<file path="src/rtl/proc_pkg.sv">
// ============================================================================
// Module      : proc_pkg
// Description : Shared constants and helpers for the processor front end.
// Revision    : 1.0 - initial release
// ============================================================================
`default_nettype none

package proc_pkg;

  localparam int          OPCODE_MSB       = 31;
  localparam int          OPCODE_LSB       = 27;
  localparam int          FUNC_MSB         = 6;
  localparam int          FUNC_LSB         = 2;
  localparam logic [31:0] NOP_INSN         = 32'h0000_0000;
  localparam logic [31:0] DEFAULT_RESET_PC = 32'h0000_0000;

  // Word-addressed increment; wraps naturally at 2^32.
  function automatic logic [31:0] pc_inc(input logic [31:0] pc);
    return pc + 32'd1;
  endfunction

  function automatic logic [31:0] sat_inc(input logic [31:0] v);
    return (v == 32'hFFFF_FFFF) ? v : v + 32'd1;
  endfunction

endpackage

`default_nettype wire

</file>
<file path="src/rtl/fetch_skid_buf.sv">
// ============================================================================
// Module      : fetch_skid_buf
// Description : Single-entry holding register for a fetched word and its PC.
// Revision    : 1.0 - initial release
// ============================================================================
`default_nettype none

module fetch_skid_buf
  import proc_pkg::*;
(
  input  logic        clock_i,
  input  logic        reset_i,
  input  logic        flush_i,
  input  logic        load_i,
  input  logic        unload_i,
  input  logic [31:0] insn_i,
  input  logic [31:0] pc_i,
  output logic        valid_o,
  output logic [31:0] insn_o,
  output logic [31:0] pc_o
);

  logic        valid_q, valid_d;
  logic [31:0] insn_q,  insn_d;
  logic [31:0] pc_q,    pc_d;

  // Flush beats load beats unload; load and unload never coincide in the fetch stage.
  always_comb begin
    valid_d = valid_q;
    insn_d  = insn_q;
    pc_d    = pc_q;
    if (flush_i) begin
      valid_d = 1'b0;
      insn_d  = NOP_INSN;
    end else if (load_i) begin
      valid_d = 1'b1;
      insn_d  = insn_i;
      pc_d    = pc_i;
    end else if (unload_i) begin
      valid_d = 1'b0;
    end
  end

  always_ff @(posedge clock_i) begin
    if (reset_i) begin
      valid_q <= 1'b0;
      insn_q  <= NOP_INSN;
      pc_q    <= 32'd0;
    end else begin
      valid_q <= valid_d;
      insn_q  <= insn_d;
      pc_q    <= pc_d;
    end
  end

  assign valid_o = valid_q;
  assign insn_o  = insn_q;
  assign pc_o    = pc_q;

endmodule

`default_nettype wire

</file>
<file path="src/rtl/fetch_stage.sv">
// ============================================================================
// Module      : fetch_stage
// Description : PC, synchronous imem interface and IF/ID register with skid.
//               Optional FETCH_PERF_EN adds fetched/bubble cycle counters.
// Revision    : 1.0 - initial release
// ============================================================================
`default_nettype none

module fetch_stage
  import proc_pkg::*;
#(
  parameter logic [31:0] RESET_PC    = DEFAULT_RESET_PC,
  parameter int          IMEM_ADDR_W = 12
) (
  input  logic                   clock_i,
  input  logic                   reset_i,
  input  logic                   stall_i,
  input  logic                   redirect_valid_i,
  input  logic [31:0]            redirect_pc_i,
  output logic [IMEM_ADDR_W-1:0] imem_addr_o,
  input  logic [31:0]            imem_q_i,
  output logic                   if_valid_o,
  output logic [31:0]            if_insn_o,
  output logic [31:0]            if_pc_o,
  output logic [31:0]            if_pc_plus1_o,
  output logic [4:0]             if_opcode_o,
`ifdef FETCH_PERF_EN
  output logic [31:0]            perf_fetched_o,
  output logic [31:0]            perf_bubbles_o,
`endif
  output logic [4:0]             if_func_o
);

  logic [31:0] pc_q,        pc_d;
  logic        resp_live_q, resp_live_d;
  logic [31:0] resp_pc_q,   resp_pc_d;
  logic        if_valid_q,  if_valid_d;
  logic [31:0] if_insn_q,   if_insn_d;
  logic [31:0] if_pc_q,     if_pc_d;

  logic        skid_valid;
  logic [31:0] skid_insn;
  logic [31:0] skid_pc;
  logic        skid_flush;
  logic        skid_load;
  logic        skid_unload;
  logic        advance;

  assign advance     = !redirect_valid_i && !stall_i;
  assign skid_flush  = redirect_valid_i;
  assign skid_load   = !redirect_valid_i && stall_i && resp_live_q;
  assign skid_unload = advance && skid_valid;

  fetch_skid_buf u_skid (
    .clock_i  (clock_i),
    .reset_i  (reset_i),
    .flush_i  (skid_flush),
    .load_i   (skid_load),
    .unload_i (skid_unload),
    .insn_i   (imem_q_i),
    .pc_i     (resp_pc_q),
    .valid_o  (skid_valid),
    .insn_o   (skid_insn),
    .pc_o     (skid_pc)
  );

  always_comb begin
    pc_d        = pc_q;
    resp_live_d = resp_live_q;
    resp_pc_d   = resp_pc_q;
    if_valid_d  = if_valid_q;
    if_insn_d   = if_insn_q;
    if_pc_d     = if_pc_q;
    if (redirect_valid_i) begin
      pc_d        = redirect_pc_i;
      resp_live_d = 1'b0;
      if_valid_d  = 1'b0;
      if_insn_d   = NOP_INSN;
    end else if (stall_i) begin
      // The address re-issued while stalled returns a word nobody will consume.
      resp_live_d = 1'b0;
    end else begin
      if (skid_valid) begin
        if_valid_d = 1'b1;
        if_insn_d  = skid_insn;
        if_pc_d    = skid_pc;
      end else begin
        if_valid_d = resp_live_q;
        if_insn_d  = resp_live_q ? imem_q_i : NOP_INSN;
        if_pc_d    = resp_pc_q;
      end
      pc_d        = pc_inc(pc_q);
      resp_pc_d   = pc_q;
      resp_live_d = 1'b1;
    end
  end

  always_ff @(posedge clock_i) begin
    if (reset_i) begin
      pc_q        <= RESET_PC;
      resp_live_q <= 1'b0;
      resp_pc_q   <= 32'd0;
      if_valid_q  <= 1'b0;
      if_insn_q   <= NOP_INSN;
      if_pc_q     <= 32'd0;
    end else begin
      pc_q        <= pc_d;
      resp_live_q <= resp_live_d;
      resp_pc_q   <= resp_pc_d;
      if_valid_q  <= if_valid_d;
      if_insn_q   <= if_insn_d;
      if_pc_q     <= if_pc_d;
    end
  end

  assign imem_addr_o   = pc_q[IMEM_ADDR_W-1:0];
  assign if_valid_o    = if_valid_q;
  assign if_insn_o     = if_insn_q;
  assign if_pc_o       = if_pc_q;
  assign if_pc_plus1_o = pc_inc(if_pc_q);
  assign if_opcode_o   = if_insn_q[OPCODE_MSB:OPCODE_LSB];
  assign if_func_o     = if_insn_q[FUNC_MSB:FUNC_LSB];

`ifdef FETCH_PERF_EN
  logic [31:0] perf_fetched_q, perf_fetched_d;
  logic [31:0] perf_bubbles_q, perf_bubbles_d;

  always_comb begin
    perf_fetched_d = perf_fetched_q;
    perf_bubbles_d = perf_bubbles_q;
    if (if_valid_q) perf_fetched_d = sat_inc(perf_fetched_q);
    else            perf_bubbles_d = sat_inc(perf_bubbles_q);
  end

  always_ff @(posedge clock_i) begin
    if (reset_i) begin
      perf_fetched_q <= 32'd0;
      perf_bubbles_q <= 32'd0;
    end else begin
      perf_fetched_q <= perf_fetched_d;
      perf_bubbles_q <= perf_bubbles_d;
    end
  end

  assign perf_fetched_o = perf_fetched_q;
  assign perf_bubbles_o = perf_bubbles_q;
`endif

  // A stall always drains the live response into the skid, so both can never be pending.
  a_no_skid_overrun : assert property (@(posedge clock_i) disable iff (reset_i)
    !(stall_i && !redirect_valid_i && resp_live_q && skid_valid));

endmodule

`default_nettype wire

</file>
<file path="config.mk">
export PLATFORM = sky130hd
export DESIGN_NAME = fetch_stage
export DESIGN_NICKNAME = d
export VERILOG_FILES = /design/src/rtl/proc_pkg.sv /design/src/rtl/fetch_skid_buf.sv /design/src/rtl/fetch_stage.sv
export SDC_FILE = /design/constraint.sdc
export NUM_CORES = 1
export LEC_CHECK = 0
export ABC_AREA = 0
export BUFFER_PORTS_ARGS = -buffer_cell sky130_fd_sc_hd__buf_2
export CORE_ASPECT_RATIO = 2
export CORE_MARGIN = 2
export CORE_UTILIZATION = 35
export DETAILED_ROUTE_END_ITERATION = 8
export PLACE_DENSITY = 0.6
export SYNTH_ARGS = -nofsm -noshare
export SYNTH_HDL_FRONTEND = slang
export SYNTH_HIERARCHICAL = 1
export SYNTH_SLANG_ARGS = --single-unit
</file>
<file path="constraint.sdc">
create_clock -name clock_i -period 6.1 [get_ports clock_i]
set_clock_uncertainty 0.15 [all_clocks]
set_input_delay 1.22 -clock clock_i [delete_from_list [all_inputs] [get_ports clock_i]]
set_output_delay 1.22 -clock clock_i [all_outputs]
set_load 0.1 [all_outputs]
</file>
Word level (Yosys, flattened, before mapping). Index checks and enable logic that the tools add are counted.

Bits of input ports: 68. Register bits after elaboration: 195. Word-level logic and storage cells: 33. Output and inout port bits: 119.

Reductions and logical operators: 10. Bitwise gates (word level): 2. Muxes and demuxes: 9. Equal/unequal tests: 1. $add $sub $neg: 2.

Operators by type and width (count): 32-bit 2-to-1 mux (5); 32-bit by 1-bit adder with 32-bit output, second input constant (2); 1-bit logical AND (4); 1-bit 2-to-1 mux (4); 2-bit AND reduction (2); 1-bit logical NOT (2); 2-bit by 1-bit != test with 1-bit output, second input constant (1); 1-bit NOT (2); 2-bit nonzero test (1); 2-bit OR reduction (1).

Longest topological paths before layout. Gate-level depths: netlist (run 1).

Depth in word-level cells: 5. Mapped depth: 9. Mapped depth without buffers: 6.

Modules after synthesis. Netlist (run 1), hierarchy kept.

Modules (own cells, without submodules): fetch_stage (times used 1, area each 6603.8 sq um, cells each 835); fetch_skid_buf (times used 1, area each 2687.6 sq um, cells each 254).

Least setup slack after synthesis (run 1). No wires, ideal clock.

Kind: register to output. From: register if_pc_q[2] (netlist: if_pc_o[2]). To: output if_pc_plus1_o[25]. Cell stages (with the launch flop): 7. Setup slack: 1039 ps. Data required time: 4730 ps. Arrival time: 3691 ps. Buffers on the path: 1. Path through: dfxtp_1 > nand4_1 > nor2_1 > and3_1 > clkbuf_1 > nand4_1 > xnor2_1.

Longest elaborated chain between the ends: 1.

RTL lines: start: declaration (RTL line fetch_stage.sv:39) `logic [31:0] if_pc_q, if_pc_d;`; start signal: assignment (RTL line fetch_stage.sv:112) `if_pc_q <= if_pc_d;`; 32-bit by 1-bit adder with 32-bit output (RTL line proc_pkg.sv:19) `return pc + 32'd1;`; end: declaration (RTL line fetch_stage.sv:25) `output logic [31:0] if_pc_plus1_o,`.

No other way between the ends.

Worst setup path after layout (run 1).
From: register if_pc_q[0] (netlist: if_pc_o[0]). To: output if_pc_plus1_o[16].

The elaborated chain is that of the path after synthesis.

==> results.md, run 1 <==
- Status: completed
- Worst EP arrival: 2.88 ns
- CTS Buf Count: 17
- GP Congestion: 0.827
- Synthesized area per cell: 8.53 µm²
- Hold Buf Count CTS: 0
- Layout cells sized above 1: 0.203
- Cell Area, Synth: 9290 µm²
- Global-route wire length before repair: 39600 µm
- Final hold vios: 0
- Mean routed wirelength per cell: 16.3 µm
- Non-filler cells, final: 1554
- Setup slack, reg-to-reg: 3.18 ns
- Metal3 WL: 885 µm
- Final WS setup: 1.85 ns
- Gr ovfl total: 0
- Most frequent cells in the layout: dfxtp_1 (194), buf_2 (185), nor2_1 (169), nand2_1 (102), a21oi_1 (81)
- Number of global-route vias before repair: 7507
- Yosys warns: 6
- Clock Latency Late Sink: 0.43 ns
- Seq cells post-synth: 195
- TNS Setup: 0 ns
- Top Metal Used: met4
- Iter 0 DRT Violations: 456
- Crit end category: output pin
- Antenna Nets Post-Route: 0
- Hold Startpoint: u_skid/pc_o[20]
- Worst path max stage delay: 0.84 ns
- Clock tree buffer depth: 2
- Worst setup path startpoint: if_pc_o[0]
- Number of I/O port buffers: 186
- Largest family of logic cells by synthesized area: simple AND/OR/NAND/NOR gates
- Area Overhead vs Synth: 15.4%
- Largest net degree at the start of global routing: 100
- Top_reg_cell synth: dfxtp_1
- WL met2: 13600 µm
- Most common cell after layout, fill and taps aside: dfxtp_1
- CTS Sinks: 195
- CORE AREA: 26200 µm²
- Crit path buf inv count: 2
- CP required: 4.73 ns
- Total Power: 2.88 mW
- Max rail drop VDD: 0.202 mV
- Post-CTS Resized: 0
- Post-synthesis mux area share: 0.0759
- Initial Utilization: 0.355
- Die Wd: 119 µm
- Max-Cap Viols: 0
- Slew headroom: 0.365
- Initial antenna violation count: 0
- Post-Synth Adder-Cell Area: 0.00269
- Crit path to: if_pc_plus1_o[16]
- Slowest cell on crit path: nor4_2
- DIE AREA: 27900 µm²
- Placed cells: 1525
- Worst reg-to-reg path cell count: 6
- Post-synth EDFFs: 0
- Diode count: 0
- DRC Markers: 0
- Overall Global Routing Usage: 0.178
- Achievable frequency: 235 MHz
- Critical path class: flip-flop to output pin
- Setup WS pre-CTS: 2.30 ns
- Synth unique cells: 60
- Post-synthesis sequential area ratio: 0.420
- Die Ht: 234 µm
- CTS tree: built
- Met1 wire length: 9970 µm
- FP Rows: 84
- Worst-margin pin slew: 0.944 ns
- Pleak: 3.92 nW
- Setup crit start kind: flip-flop
- RSZ-0062 raised after global routing: no
- Via/cell ratio: 5.09
- Post-CTS setup buffer count: 0
- Pwr dens: 268 nW/µm²
- Final min period: 4.25 ns
- Final Util: 0.410
- Reg-to-Reg End: pc_q[30]
- CP Depth: 6
- # H-tree levels: 4
- Via count: 7904
- Final wirelength: 25400 µm
- Length of the first detailed-routing pass in iterations: 4
- Compound-Gate Fraction of Synth Area: 0.133
- Reg2reg start: pc_q[0]
- Syn Inst Count: 1089
- Ys async rst share: 0
- Post-synthesis xor/xnor area fraction: 0.0443
- Simple-Gate Fraction of Synth Area: 0.257
- Crit-path cells: ha_1 -> inv_1 -> nor4_2 -> nand4_1 -> xnor2_1 -> buf_2
- Hold Crit Class: flip-flop to flip-flop
- Final period util: 0.696
- CP max FO: 6
- Final setup violation count: 0
- CTS root buffer: clkbuf_16
- CP delay by family, top: simple AND/OR/NAND/NOR gates
- I/O Pins: 187
- Mapped Nets: 1159
- Slew Viols, Final: 0
- Final #Nets: 1270
- DPL Wire Length: 18300 µm
- Clock-pin slew of the registers on the worst-case setup and hold paths: 0.07 ns
[tightest hold or removal path, cell delays in order (launching register included)]
cell      delay, ns
dfxtp_1        0.31
nand2b_1       0.06
o21ai_1        0.05
[state kept, by name (all words and copies together), names as in the netlist]
register,cells
if_insn_o,32
if_pc_o,32
if_valid_o,1
pc_q,32
resp_live_q,1
resp_pc_q,32
u_skid/insn_o,32
u_skid/pc_o,32
u_skid/valid_o,1
[area by class of cell]
class                           count  area [µm²]
Sequential cell                   195        3910
Timing Repair Buffer              197        1020
Fill cell                        2659       15400
Clock inverter                     10         105
Inverter                            9        33.8
Clock buffer                       19         443
Tap cell                          344         430
Multi-Input combinational cell    780        4790
[layer usage]
metal  vias up  global-route usage
met3        35              0.0320
met1      3675               0.185
met4         0              0.0889
met5         -                   0
li1       4001                   -
met2       193               0.339
[where the power goes]
part / internal, mW / leakage, nW / switching, mW
Sequential: 1.31 / 1.59 / 0.0518
Clock: 0.573 / 0.257 / 0.489
Combinational: 0.0984 / 2.08 / 0.358
Total: 1.98 / 3.92 / 0.899
[worst min path at each step]
stage               depth (start not counted)         endpoint  slack (ns)
floorplan                                   2  u_skid/pc_o[10]        0.29
global placement                            2  u_skid/pc_o[20]        0.30
detailed placement                          2   u_skid/pc_o[4]        0.30
CTS                                         2   u_skid/pc_o[6]        0.32
global route                                2  u_skid/pc_o[20]        0.33
finish                                      2  u_skid/pc_o[20]        0.31
[metrics by stage]
step / hold WS, ns / area [µm²]
final: 0.312 / 10700
after CTS: 0.316 / 10700
after global routing: 0.333 / 10700
after detailed placement: 0.303 / 10200
after global placement: 0.301 / 10200
after floorplan: 0.292 / 9290
[synthesized netlist by cell type, types with 3 or more instances]
| cell type | number | area, µm² |
|---|---|---|
| a211oi_1 | 40 | 300 |
| a21oi_1 | 81 | 405 |
| a22oi_1 | 31 | 233 |
| a31oi_1 | 3 | 18.8 |
| and3_1 | 12 | 75.1 |
| and4_1 | 5 | 43.8 |
| buf_1 | 14 | 52.6 |
| buf_12 | 4 | 80.1 |
| buf_2 | 6 | 30.0 |
| buf_4 | 22 | 165 |
| buf_6 | 4 | 45.0 |
| clkbuf_1 | 52 | 195 |
| clkbuf_2 | 3 | 15.0 |
| dfxtp_1 | 195 | 3900 |
| inv_1 | 7 | 26.3 |
| mux2_1 | 4 | 45.0 |
| mux2i_1 | 66 | 661 |
| nand2_1 | 102 | 383 |
| nand2b_1 | 34 | 213 |
| nand3_1 | 27 | 135 |
| nand4_1 | 19 | 119 |
| nand4bb_1 | 32 | 360 |
| nor2_1 | 170 | 638 |
| nor2b_1 | 6 | 37.5 |
| nor3_1 | 14 | 70.1 |
| nor3_2 | 4 | 40.0 |
| nor4_1 | 7 | 43.8 |
| o21ai_0 | 5 | 25.0 |
| o21ai_1 | 30 | 150 |
| or2_2 | 3 | 18.8 |
| or3_1 | 6 | 37.5 |
| xnor2_1 | 34 | 298 |
| xor2_1 | 13 | 114 |
[logic make-up (layout without fill, tap and decap cells)]
kind of cell,Yosys count,count (layout)
buffers and inverters,114,235
and+or+nand+nor,458,458
adders and majority gates,2,2
DFF,195,195
AOI/OAI and AO/OA,203,203
xor gates and xnor gates,47,47
muxes,70,70
(Power assumes the default switching activity.)
==> run 2, diff against run 1 <==
==> constraint.sdc (replaced) <==
create_clock -name clock_i -period 4.3 [get_ports clock_i]
set_clock_uncertainty 0.15 [all_clocks]
set_input_delay 0.86 -clock clock_i [delete_from_list [all_inputs] [get_ports clock_i]]
set_output_delay 0.86 -clock clock_i [all_outputs]
set_load 0.1 [all_outputs]
==> run 2 against run 1 <==
Against the previous run: global-route usage down 0.60 points; first-iteration DRC count grew 10%; wire length shrank 3.8%; worst hold slack better by 0.0040 ns; setup slack worse by 1.2 ns; largest cell class unchanged; largest power group unchanged.
==> results.md, run 2 (synthesized netlist as in run 1, its figures left out) <==
- DIE AREA: 27900 µm²
- Area occupied by multi-input gates: 4940 µm²
- Final #Nets: 1271
- Worst EP arrival: 2.65 ns
- Initial Utilization: 0.355
- CP required: 3.29 ns
- RSZ-0062 raised after global routing: no
- Worst path max stage delay: 0.57 ns
- Slew headroom: 0.372
- Pleak: 4.13 nW
- Post-CTS setup buffer count: 0
- WL met2: 12600 µm
- DPL Wire Length: 17000 µm
- Critical path class: flip-flop to output pin
- Placed cells: 1526
- Final hold vios: 0
- DRC Markers: 0
- CORE AREA: 26200 µm²
- Clock tree buffer depth: 2
- Fill cell count: 2621
- Pwr dens: 381 nW/µm²
- CTS tree: built
- Length of the first detailed-routing pass in iterations: 7
- I/O Pins: 187
- CTS Buf Count: 17
- Total Power: 4.18 mW
- Most common cell after layout, fill and taps aside: dfxtp_1
- FP Rows: 84
- Via count: 7882
- CTS root buffer: clkbuf_16
- CP max FO: 8
- Worst-margin pin slew: 0.941 ns
- Global-route wire length before repair: 38600 µm
- Slew Viols, Final: 0
- Max-Cap Viols: 0
- Storage cell area: 3910 µm²
- Non-filler cells, final: 1558
- Number of I/O port buffers: 186
- Metal3 WL: 962 µm
- Hold Crit Class: flip-flop to flip-flop
- Status: completed
- Setup crit start kind: flip-flop
- Die Ht: 234 µm
- Fin Hold WS: 0.316 ns
- Post-CTS Resized: 0
- Final period util: 0.851
- Gr ovfl total: 0
- Antenna Nets Post-Route: 0
- Diode count: 0
- Largest net degree at the start of global routing: 132
- Final WS setup: 0.640 ns
- TNS Setup: 0 ns
- Iter 0 DRT Violations: 502
- Crit-path cells: nand4_1 -> nor4_1 -> and4_1 -> nand3_1 -> xnor2_2 -> buf_2
- Mean routed wirelength per cell: 15.7 µm
- Met1 wire length: 10200 µm
- Final wirelength: 24400 µm
- Clock-pin slew of the registers on the worst-case setup and hold paths: 0.07 ns
- Achievable frequency: 273 MHz
- Hold Buf Count CTS: 0
- Die Wd: 119 µm
- Most frequent cells in the layout: dfxtp_1 (194), buf_2 (185), nor2_1 (169), nand2_1 (102), a21oi_1 (81)
- Via/cell ratio: 5.06
- Top Metal Used: met4
- # H-tree levels: 4
- Layout cells sized above 1: 0.223
- Max rail drop VDD: 0.280 mV
- Area Overhead vs Synth: 18.0%
- Crit end category: output pin
- Initial antenna violation count: 0
- Final setup violation count: 0
- GP Congestion: 0.822
- Final min period: 3.66 ns
- Overall Global Routing Usage: 0.172
- Number of global-route vias before repair: 7249
- Slowest cell on crit path: nor4_1
- Setup WS pre-CTS: 1.05 ns
- CTS Sinks: 195
- Clock Latency Late Sink: 0.45 ns
[run 2: power breakdown]
part,leakage [nW],internal (mW),switching (mW)
registers,1.59,1.85,0.0761
logic,2.26,0.149,0.505
clock network,0.290,0.829,0.765
[run 2: final cells by class]
cell class	count	share of cell area
multi-input cells	780	0.450
flip-flops and latches	195	0.356
repair buffers	198	0.0968
well taps	344	0.0393
clock buffers	17	0.0388
clock inverters	15	0.0155
inverters	9	0.00308
[run 2: metal layers]
| metal | up-vias | track usage |
|---|---|---|
| met3 | 28 | 0.0344 |
| met5 | - | 0 |
| met4 | 0 | 0.0658 |
| met2 | 190 | 0.301 |
| met1 | 3670 | 0.207 |
| li1 | 3994 | - |
[run 2: final timing paths]
kind / from / to / slack, ns / depth (start not counted)
setup / recovery: if_pc_o[17] / if_pc_plus1_o[31] / 0.64 / 6
hold / removal: u_skid/pc_o[27] / u_skid/pc_o[27] / 0.32 / 2
setup reg to reg: pc_q[0] / pc_q[30] / 1.44 / 6
hold reg to reg: u_skid/pc_o[27] / u_skid/pc_o[27] / 0.32 / 2
[run 2: per-stage QoR]
stage	instance area (µm²)	util
after floorplan	9450	-
after detailed placement	10400	0.396
after global routing	11000	0.419
final	11000	0.419
after CTS	11000	0.419
after global placement	10400	0.396
[run 2: critical path: cells and delay by family (launching register included)]
family                 cells  cell delay, ns
AND/OR/NAND/NOR            4            1.16
flip-flops                 1            0.49
buffers and inverters      1            0.43
XOR/XNOR                   1            0.14
